[src/rtl/tdm_pkg.sv]
// Shared constants and state type for the c4/f0 TDM link (master and converter benches).
package tdm_pkg;

  localparam int TDM_C4_HALF  = 6;
  localparam int TDM_BITS     = 32;
  localparam int TDM_FRAME_C4 = 66;

  typedef enum logic {
    IDLE = 1'b0,
    RUN  = 1'b1
  } tdm_state_e;

endpackage

[src/rtl/c4_clock_gen.sv]
// Divides clk50 down to the c4 bit clock and flags the cycle before each c4 edge.
module c4_clock_gen #(
  parameter int C4_HALF = 6
) (
  input  logic i_clk,
  input  logic i_rst,
  input  logic i_run,
  output logic o_c4,
  output logic o_rise,
  output logic o_fall
);

  localparam int DW = (C4_HALF > 1) ? $clog2(C4_HALF) : 1;
  localparam logic [DW-1:0] DIV_LAST = DW'(C4_HALF - 1);
  localparam logic [DW-1:0] DIV_ONE  = DW'(1);

  logic [DW-1:0] r_div;
  logic          r_c4;
  logic          w_wrap;

  assign w_wrap = i_run && (r_div == DIV_LAST);

  always_ff @(posedge i_clk) begin
    if (i_rst || !i_run) begin
      r_div <= '0;
      r_c4  <= 1'b0;
    end else if (w_wrap) begin
      r_div <= '0;
      r_c4  <= ~r_c4;
    end else begin
      r_div <= r_div + DIV_ONE;
    end
  end

  // Events mark the cycle whose closing edge moves c4, so inputs seen here are pre-edge.
  assign o_c4   = r_c4;
  assign o_rise = w_wrap & ~r_c4;
  assign o_fall = w_wrap &  r_c4;

endmodule

[src/rtl/tdm_frame_master.sv]
// Master end of the c4/f0 TDM link: framing, LSB-first tx/rx shifters and tx holding register.
module tdm_frame_master
  import tdm_pkg::*;
#(
  parameter int                        C4_HALF        = TDM_C4_HALF,
  parameter int                        BITS_PER_FRAME = TDM_BITS,
  parameter int                        FRAME_C4       = TDM_FRAME_C4,
  parameter logic [BITS_PER_FRAME-1:0] IDLE_WORD      = '0
) (
  input  logic                      clk50,
  input  logic                      reset,
  input  logic                      enable,
  input  logic [BITS_PER_FRAME-1:0] tx_data,
  input  logic                      tx_valid,
  output logic                      tx_ready,
  output logic [BITS_PER_FRAME-1:0] rx_data,
  output logic                      rx_valid,
  output logic                      frame_start,
  output logic                      tx_underrun,
  output logic                      c4,
  output logic                      f0,
  output logic                      data_to_conv,
  input  logic                      data_from_conv
);

  localparam int RW = $clog2(FRAME_C4);
  localparam logic [RW-1:0] R_LAST     = RW'(FRAME_C4 - 1);
  localparam logic [RW-1:0] R_ONE      = RW'(1);
  localparam logic [RW-1:0] R_RX_FIRST = RW'(2);
  localparam logic [RW-1:0] R_RX_LAST  = RW'(2 * BITS_PER_FRAME);
  localparam logic [RW-1:0] R_TX_LAST  = RW'(2 * BITS_PER_FRAME - 1);

  tdm_state_e r_state, w_state_nxt;

  logic w_run, w_c4, w_rise, w_fall;
  logic w_bnd, w_accept, w_tx_slot, w_rx_slot, w_rx_done;

  logic [RW-1:0]             r_rise_idx;
  logic                      r_lead;
  logic                      r_f0, r_dout;
  logic                      r_frame_start, r_underrun, r_rx_valid, r_tx_ready;
  logic [BITS_PER_FRAME-1:0] r_rx_data, r_hold, r_tx_sh;
  logic [BITS_PER_FRAME-2:0] r_rx_sh;

  c4_clock_gen #(
    .C4_HALF (C4_HALF)
  ) u_c4_gen (
    .i_clk  (clk50),
    .i_rst  (reset),
    .i_run  (w_run),
    .o_c4   (w_c4),
    .o_rise (w_rise),
    .o_fall (w_fall)
  );

  always_ff @(posedge clk50) begin
    if (reset) r_state <= IDLE;
    else       r_state <= w_state_nxt;
  end

  always_comb begin
    w_state_nxt = r_state;
    case (r_state)
      IDLE:    if (enable) w_state_nxt = RUN;
      RUN:     if (w_fall && !enable) w_state_nxt = IDLE;
      default: w_state_nxt = IDLE;
    endcase
  end

  // r_rise_idx is the index the next c4 rise will carry.
  assign w_run     = (r_state == RUN);
  assign w_bnd     = w_fall & enable & (r_rise_idx == '0);
  assign w_accept  = tx_valid & r_tx_ready;
  assign w_tx_slot = r_rise_idx[0] & (r_rise_idx <= R_TX_LAST);
  assign w_rx_slot = ~r_rise_idx[0] & (r_rise_idx >= R_RX_FIRST) & (r_rise_idx <= R_RX_LAST);
  assign w_rx_done = w_rise & (r_rise_idx == R_RX_LAST);

  always_ff @(posedge clk50) begin
    if (reset) begin
      r_rise_idx    <= '0;
      r_lead        <= 1'b1;
      r_f0          <= 1'b1;
      r_dout        <= 1'b0;
      r_frame_start <= 1'b0;
      r_underrun    <= 1'b0;
      r_rx_valid    <= 1'b0;
      r_rx_data     <= '0;
      r_tx_ready    <= 1'b1;
    end else begin
      r_frame_start <= w_bnd;
      r_underrun    <= w_bnd & r_tx_ready;
      r_rx_valid    <= w_rx_done;
      if (w_rx_done) r_rx_data <= {data_from_conv, r_rx_sh};
      if (w_bnd)         r_tx_ready <= ~w_accept;
      else if (w_accept) r_tx_ready <= 1'b0;
      if (!w_run) begin
        r_rise_idx <= '0;
        r_lead     <= 1'b1;
        r_f0       <= 1'b1;
        r_dout     <= 1'b0;
      end else begin
        // The rise before the very first fall is a lead-in and carries no index.
        if (w_rise && !r_lead)
          r_rise_idx <= (r_rise_idx == R_LAST) ? '0 : r_rise_idx + R_ONE;
        if (w_fall) begin
          r_lead <= 1'b0;
          if (!enable) begin
            r_f0   <= 1'b1;
            r_dout <= 1'b0;
          end else begin
            r_f0 <= (r_rise_idx != '0);
            if (w_tx_slot) r_dout <= r_tx_sh[0];
          end
        end
      end
    end
  end

  always_ff @(posedge clk50) begin
    if (w_accept) r_hold <= tx_data;
    if (w_bnd)                     r_tx_sh <= r_tx_ready ? IDLE_WORD : r_hold;
    else if (w_fall && w_tx_slot)  r_tx_sh <= r_tx_sh >> 1;
    if (w_rise && w_rx_slot) r_rx_sh <= {data_from_conv, r_rx_sh[BITS_PER_FRAME-2:1]};
  end

  assign c4           = w_c4;
  assign f0           = r_f0;
  assign data_to_conv = r_dout;
  assign tx_ready     = r_tx_ready;
  assign rx_data      = r_rx_data;
  assign rx_valid     = r_rx_valid;
  assign frame_start  = r_frame_start;
  assign tx_underrun  = r_underrun;

endmodule

[config.mk]
export PLATFORM = sky130hd
export DESIGN_NAME = tdm_frame_master
export DESIGN_NICKNAME = d
export VERILOG_FILES = /design/src/rtl/tdm_pkg.sv /design/src/rtl/c4_clock_gen.sv /design/src/rtl/tdm_frame_master.sv
export SDC_FILE = /design/constraint.sdc
export NUM_CORES = 1
export LEC_CHECK = 0
export BUFFER_PORTS_ARGS = -buffer_cell sky130_fd_sc_hd__buf_2
export CELL_PAD_IN_SITES_DETAIL_PLACEMENT = 2
export CELL_PAD_IN_SITES_GLOBAL_PLACEMENT = 2
export CORE_AREA = 2 2 113 142
export CTS_CLUSTER_DIAMETER = 30
export DETAILED_ROUTE_END_ITERATION = 7
export DIE_AREA = 0 0 115 144
export HOLD_SLACK_MARGIN = 0.06
export PLACE_DENSITY_LB_ADDON = 0.1
export SYNTH_ARGS = -nofsm -noshare
export SYNTH_HDL_FRONTEND = slang
export SYNTH_HIERARCHICAL = 1
export SYNTH_SLANG_ARGS = --single-unit
[constraint.sdc]
create_clock -name clk50 -period 3.8 [get_ports clk50]
set_input_delay 0.38 -clock clk50 [delete_from_list [all_inputs] [get_ports clk50]]
set_output_delay 0.38 -clock clk50 [all_outputs]
set_load 0.01 [all_outputs]
# Word-level counts from Yosys, hierarchy flattened
# Cells that the tools add are included.
[totals] word_cells=66 in_bits=37 reg_bits=146
[classes] eq_ne=4 n_lt_le_gt_ge=3 muxes=12 bitwise_logic=14 n_reduce_logical=16 add_sub_neg=2
[ops] operator="$mux 32" n=3
[ops] operator="$eq 7x7->1 const B" n=2
[ops] operator="$and 1x1->1" n=10
[ops] operator="$add 7x1->7 const B" n=1
[ops] operator="$ge 7x2->1 const B" n=1
[ops] operator="$le 7x6->1 const B" n=1
[ops] operator="$le 7x7->1 const B" n=1
[ops] operator="$logic_not 7->1" n=1
[ops] operator="$mux 1" n=7
[ops] operator="$mux 7" n=1
[ops] operator="$reduce_bool 7->1" n=1
[ops] operator="$logic_and 1x1->1" n=5
[ops] operator="$not 1->1" n=4
[ops] operator="$reduce_bool 2->1" n=2
[ops] operator="$reduce_or 2->1" n=2
[ops] operator="$add 3x1->3 const B" n=1
[ops] operator="$eq 3x3->1 const B" n=1
[ops] operator="$logic_not 1->1" n=3
[ops] operator="$ne 2x1->1 const B" n=1
[ops] operator="$pmux 1 s2" n=1
[ops] operator="$reduce_and 2->1" n=1
[ops] operator="$logic_or 1x1->1" n=1

# Logic depth before layout (Yosys ltp)
[depth] ltp_word=6 mapped_depth=9 mapped_depth_nobuf=7

# Hierarchy
# The synthesis kept the hierarchy.
[by_module_without_submodules] module="tdm_frame_master" n_inst=1 area_per_inst_um2=5765.5 cells_each=387 seq_area_each_um2=3793.6
[by_module_without_submodules] module="c4_clock_gen" n_inst=1 area_per_inst_um2=192.7 cells_each=20 seq_area_each_um2=80.1

# Worst setup path before layout
# Ideal clock, no wire load.
[synth_path] kind="register to register" start="register u_c4_gen.r_div[0]" end="register r_tx_sh[0] (enable)" stages_incl_launch_ff=7 t_arrival_ps=2034 slack_ps=1377 required_time_ps=3411 setup_ps=389 path_cell_list="dfxtp_1 -> ha_1 -> and2_1 -> and3_1 -> nor2b_1 -> o311ai_0 -> nand2_1"
[synth_between] elab_chain_len=6 elab_cells_between_ends=7 classes_between="eq/ne: 1; bitwise: 3; reduce/logical: 3"
[synth_lines] element="from (decl)" line_no="c4_clock_gen.sv:17" source="logic [DW-1:0] r_div;"
[synth_lines] element="from (signal assigned)" line_no="c4_clock_gen.sv:31" source="r_div <= r_div + DIV_ONE;"
[synth_lines] element="$eq 3x3->1 (*)" line_no="c4_clock_gen.sv:21" source="assign w_wrap = i_run && (r_div == DIV_LAST);"
[synth_lines] element="$logic_and 1x1->1 (*)" line_no="c4_clock_gen.sv:21"
[synth_lines] element="$and 1x1->1 (*)" line_no="c4_clock_gen.sv:38" source="assign o_fall = w_wrap & r_c4;"
[synth_lines] element="named net w_fall" line_no="tdm_frame_master.sv:35" source="logic w_run, w_c4, w_rise, w_fall;"
[synth_lines] element="$and 1x1->1 (2 in series)" line_no="tdm_frame_master.sv:72" source="assign w_bnd = w_fall & enable & (r_rise_idx == '0);"
[synth_lines] element="$reduce_bool 2->1 (no line) (*)"
[synth_lines] element="to (signal assigned)" line_no="tdm_frame_master.sv:121" source="if (w_bnd) r_tx_sh <= r_tx_ready ? IDLE_WORD : r_hold;"
[synth_lines] element="to (signal assigned)" line_no="tdm_frame_master.sv:122" source="else if (w_fall && w_tx_slot) r_tx_sh <= r_tx_sh >> 1;"
[synth_lines] element="to (decl)" line_no="tdm_frame_master.sv:42" source="logic [BITS_PER_FRAME-1:0] r_rx_data, r_hold, r_tx_sh;"
# The timed path passes the listed nets; every way through them passes the cells marked *.
# A chain may end at the register's enable or synchronous reset.

# Worst setup path after layout
[layout_path] start="register u_c4_gen.r_div[0]" end="register r_tx_sh[22], data pin"
[layout_between] elab_chain_len=6
[layout_lines] element="$eq 3x3->1" line_no="c4_clock_gen.sv:21"
[layout_lines] element="$logic_and 1x1->1" line_no="c4_clock_gen.sv:21"
[layout_lines] element="$and 1x1->1" line_no="c4_clock_gen.sv:38"
[layout_lines] element="named net w_fall" line_no="tdm_frame_master.sv:35"
[layout_lines] element="$and 1x1->1 (2 in series)" line_no="tdm_frame_master.sv:72"
[layout_lines] element="$mux 32" line_no="tdm_frame_master.sv:121"
# The timed path passes the listed nets, and every way through them passes these cells.

==> metrics.txt <==
Final Util 46.1%; share of the synthesized area in the top cell type 47.9%; Max Slew Vio Count 0; Synth Area in Compound Gates 2.48%; top layer in use met4; WP data required approximately 4.0 ns; met3 WL 351 um; Simple-Gate Fraction of Synth Area 15.2%; switching pwr 0.000684 W; synth unique cells 45; Total Die Area 16,600 um^2; Final setup viols 0; Fin. Hold Viols 0; Synth async-reset ratio 0%; max incr delay on CP a little under 0.6 ns; average cell area after synthesis 14.6 um^2; Setup TNS 0 ns; Seq pwr share 49.6%; HP Start tx_data[23]; Mapped Area 5960 um^2; # resized after CTS 0; Hold Path Cell Cnt 1; die height 144 um; outcome finished clean; post-synthesis adder-cell area fraction 1.05%; Reg-to-Reg Start u_c4_gen/r_div[0]; Row Count 51; Total Routing Usage GR 15.1%; Max H-tree Level 4; total gr overflow 0; Worst setup SP type flip-flop; skew final 0.00584 ns; Top delay family on crit path simple AND/OR/NAND/NOR gates; pin slew with the least headroom to its limit ~0.85 ns; Routed Antenna Nets 0; clk sink count 146; area of the multi-input gates 1910 um^2; Area Growth Syn to Fin 18.4%; hpwl dp 7620 um; Buf/Inv on CP 1; placed cell area between 6000 and 7000 um^2; port bufs 75; #FFs+latches synth 146; post-cts hold buffer count 0; final WL 11,700 um; CP arrival approximately 3.0 ns; CP max stage cell and4_2; first-pass GRT wire length 18,900 um; clock power share 47.9%; Int Power between 0.002 and 0.003 W; Ys Warns 6; largest family of logic cells by synthesized area simple AND/OR/NAND/NOR gates; peak supply drop between 0.3 and 0.4 mV; clock insertion delay at the later pin of the skew report 0.42 ns; reg2reg end r_tx_sh[22]; WHS Endpoint r_hold[23]; cell area after layout 7060 um^2; Mapped Nets 449; Synth area leaders edfxtp_1, dfxtp_1, nand2b_1; Synth Area in XOR/XNOR less than 1%; layout cells sized above 1 between 30% and 40%; most frequent cell after synthesis edfxtp_1; Synth area leader edfxtp_1; CTS buffer count 17; top cell types by occurrence after synthesis edfxtp_1, nand2b_1, dfxtp_1; maximum root-to-sink buffer count 2; Pre-antenna DRT Iters 4; top_reg_cell synth edfxtp_1; Root Buffer clkbuf_16; vias per cell 4.90; Worst Hold Class in -> reg; number of global-route vias before repair 3,637; initial antenna violation count 0; post-synthesis mux area share 13.1%; WL/cell 17.0 um; CTS tree built; crit end category flip-flop; MaxCap Viol Count 0; FF-to-FF setup slack 0.98 ns; Max-slew headroom 43.2%; GP Congestion 0.773; # IOs 76; Tcrit/Tclk final 74.2%; CP Max Fanout 16; register area 3870 um^2; RSZ-0062 raised after global routing false; Leak around 2.6 nW; number of flops mapped to enable cells by yosys 95; routed via count 3,363; Reg2Reg Depth 7; Clock transition at path regs 0.06 ns; pwr dens 488 nW/um^2; switching share of total power 19.9%; routed metal-1 wire length 5140 um; Fill cells approximately 1,500; Remaining DRCs 0; Combinational Power Share 2.5%; initial DRC count between 150 and 200; nets@finish 531; critical-path cell list ha_1 > and2_1 > and3_1 > nor2b_1 > and4_2 > buf_4 > mux2_2; Synth Instances 407; crit path kind reg -> reg; Starting Density 38.9%; Die X-Extent 115 um; pin count of the biggest net entering global routing 50; DR WL met2 5930 um; ANT cells 0; Post-CTS Repair Setup Buffers 0; crit path time final between 2 and 3 ns; post-synthesis sequential area ratio roughly two thirds; Achievable Freq 0.354 GHz; Core Area between 15,000 and 20,000 um^2
layer usage:
layer  vias to the layer above  track usage (%)
met4                         0             7.99
li1                       1604                -
met5                         -                0
met3                        16             3.39
met1                      1671             18.1
met2                        72             25.3
how the worst max path moves through the flow:
stage / slack, ns / end / cells after the start / startpoint
floorplan: 1.38 / r_tx_sh[0] / 6 / u_c4_gen/r_div[0]
global placement: 1.12 / r_tx_sh[22] / 7 / u_c4_gen/r_div[0]
detailed placement: 0.98 / r_tx_sh[21] / 7 / u_c4_gen/r_div[0]
CTS: 0.94 / r_tx_sh[22] / 7 / u_c4_gen/r_div[0]
global route: 0.76 / r_tx_sh[21] / 7 / u_c4_gen/r_div[0]
finish: 0.98 / r_tx_sh[22] / 7 / u_c4_gen/r_div[0]
power by group through the flow:
stage | Combinational [W] | Sequential [W] | Clock (W)
floorplan | 0.0000498 | 0.00174 | 0
global placement | 0.0000844 | 0.00174 | 0
detailed placement | 0.0000874 | 0.00174 | 0
CTS | 0.0000881 | 0.00171 | 0.00171
global route | 0.0000960 | 0.00171 | 0.00176
finish | 0.0000849 | 0.00171 | 0.00165
per-stage QoR:
step / worst slack [ns] / hold slack, ns / instances / power [W]
floorplan: 1.38 / 0.428 / 407 / 0.00179
global placement: 1.12 / 0.440 / 655 / 0.00183
detailed placement: 0.981 / 0.441 / 655 / 0.00183
CTS: 0.938 / 0.103 / 686 / 0.00350
global route: 0.758 / 0.112 / 686 / 0.00357
finish: 0.979 / 0.127 / 686 / 0.00344
cell type report:
class                           instances  area share [%]
Clock inverter                          9            1.06
Sequential cell                       146            54.9
Multi-Input combinational cell        236            27.1
Timing Repair Buffer                   82            6.06
Clock buffer                           22            7.32
Inverter                                6           0.319
Tap cell                              185            3.28
cell families (layout without fill, tap and decap cells):
group                    Yosys count  count (layout)
adder cells (fa/ha/maj)            5               5
multiplexers                      64              64
buffers and inverters             25             119
flip-flops                       146             146
AO/OA/AOI/OAI                     21              21
AND/OR/NAND/NOR                  145             145
XOR/XNOR                           1               1
cells in the final DEF, fill, tap and decap left out, types with 6 or more instances in the layout:
master and count:
edfxtp_1 95, mux2i_1 33, a21oi_1 7, dfxtp_1 51, buf_2 75, mux2_4 27
nand2b_1 69, clkbuf_16 19, inv_1 6, buf_4 7, nand3_1 6, nor2b_1 35
nor2_1 6
state kept, by name (all words and copies together) (netlist names):
| signal | cells |
|---|---|
| tx_underrun | 1 |
| f0 | 1 |
| u_c4_gen/r_div | 3 |
| rx_data | 32 |
| r_hold | 32 |
| data_to_conv | 1 |
| rx_valid | 1 |
| r_tx_sh | 32 |
| r_lead | 1 |
| r_rx_sh | 31 |
| r_state | 1 |
| frame_start | 1 |
| u_c4_gen/o_c4 | 1 |
| tx_ready | 1 |
| r_rise_idx | 7 |
worst reg2reg max path: stages, from the launching register on:
cell,delay [ns]
dfxtp_1,0.36
ha_1,0.24
and2_1,0.21
and3_1,0.23
nor2b_1,0.23
and4_2,0.59
buf_4,0.35
mux2_2,0.37
No activity file was read; power rests on OpenSTA's default activity.
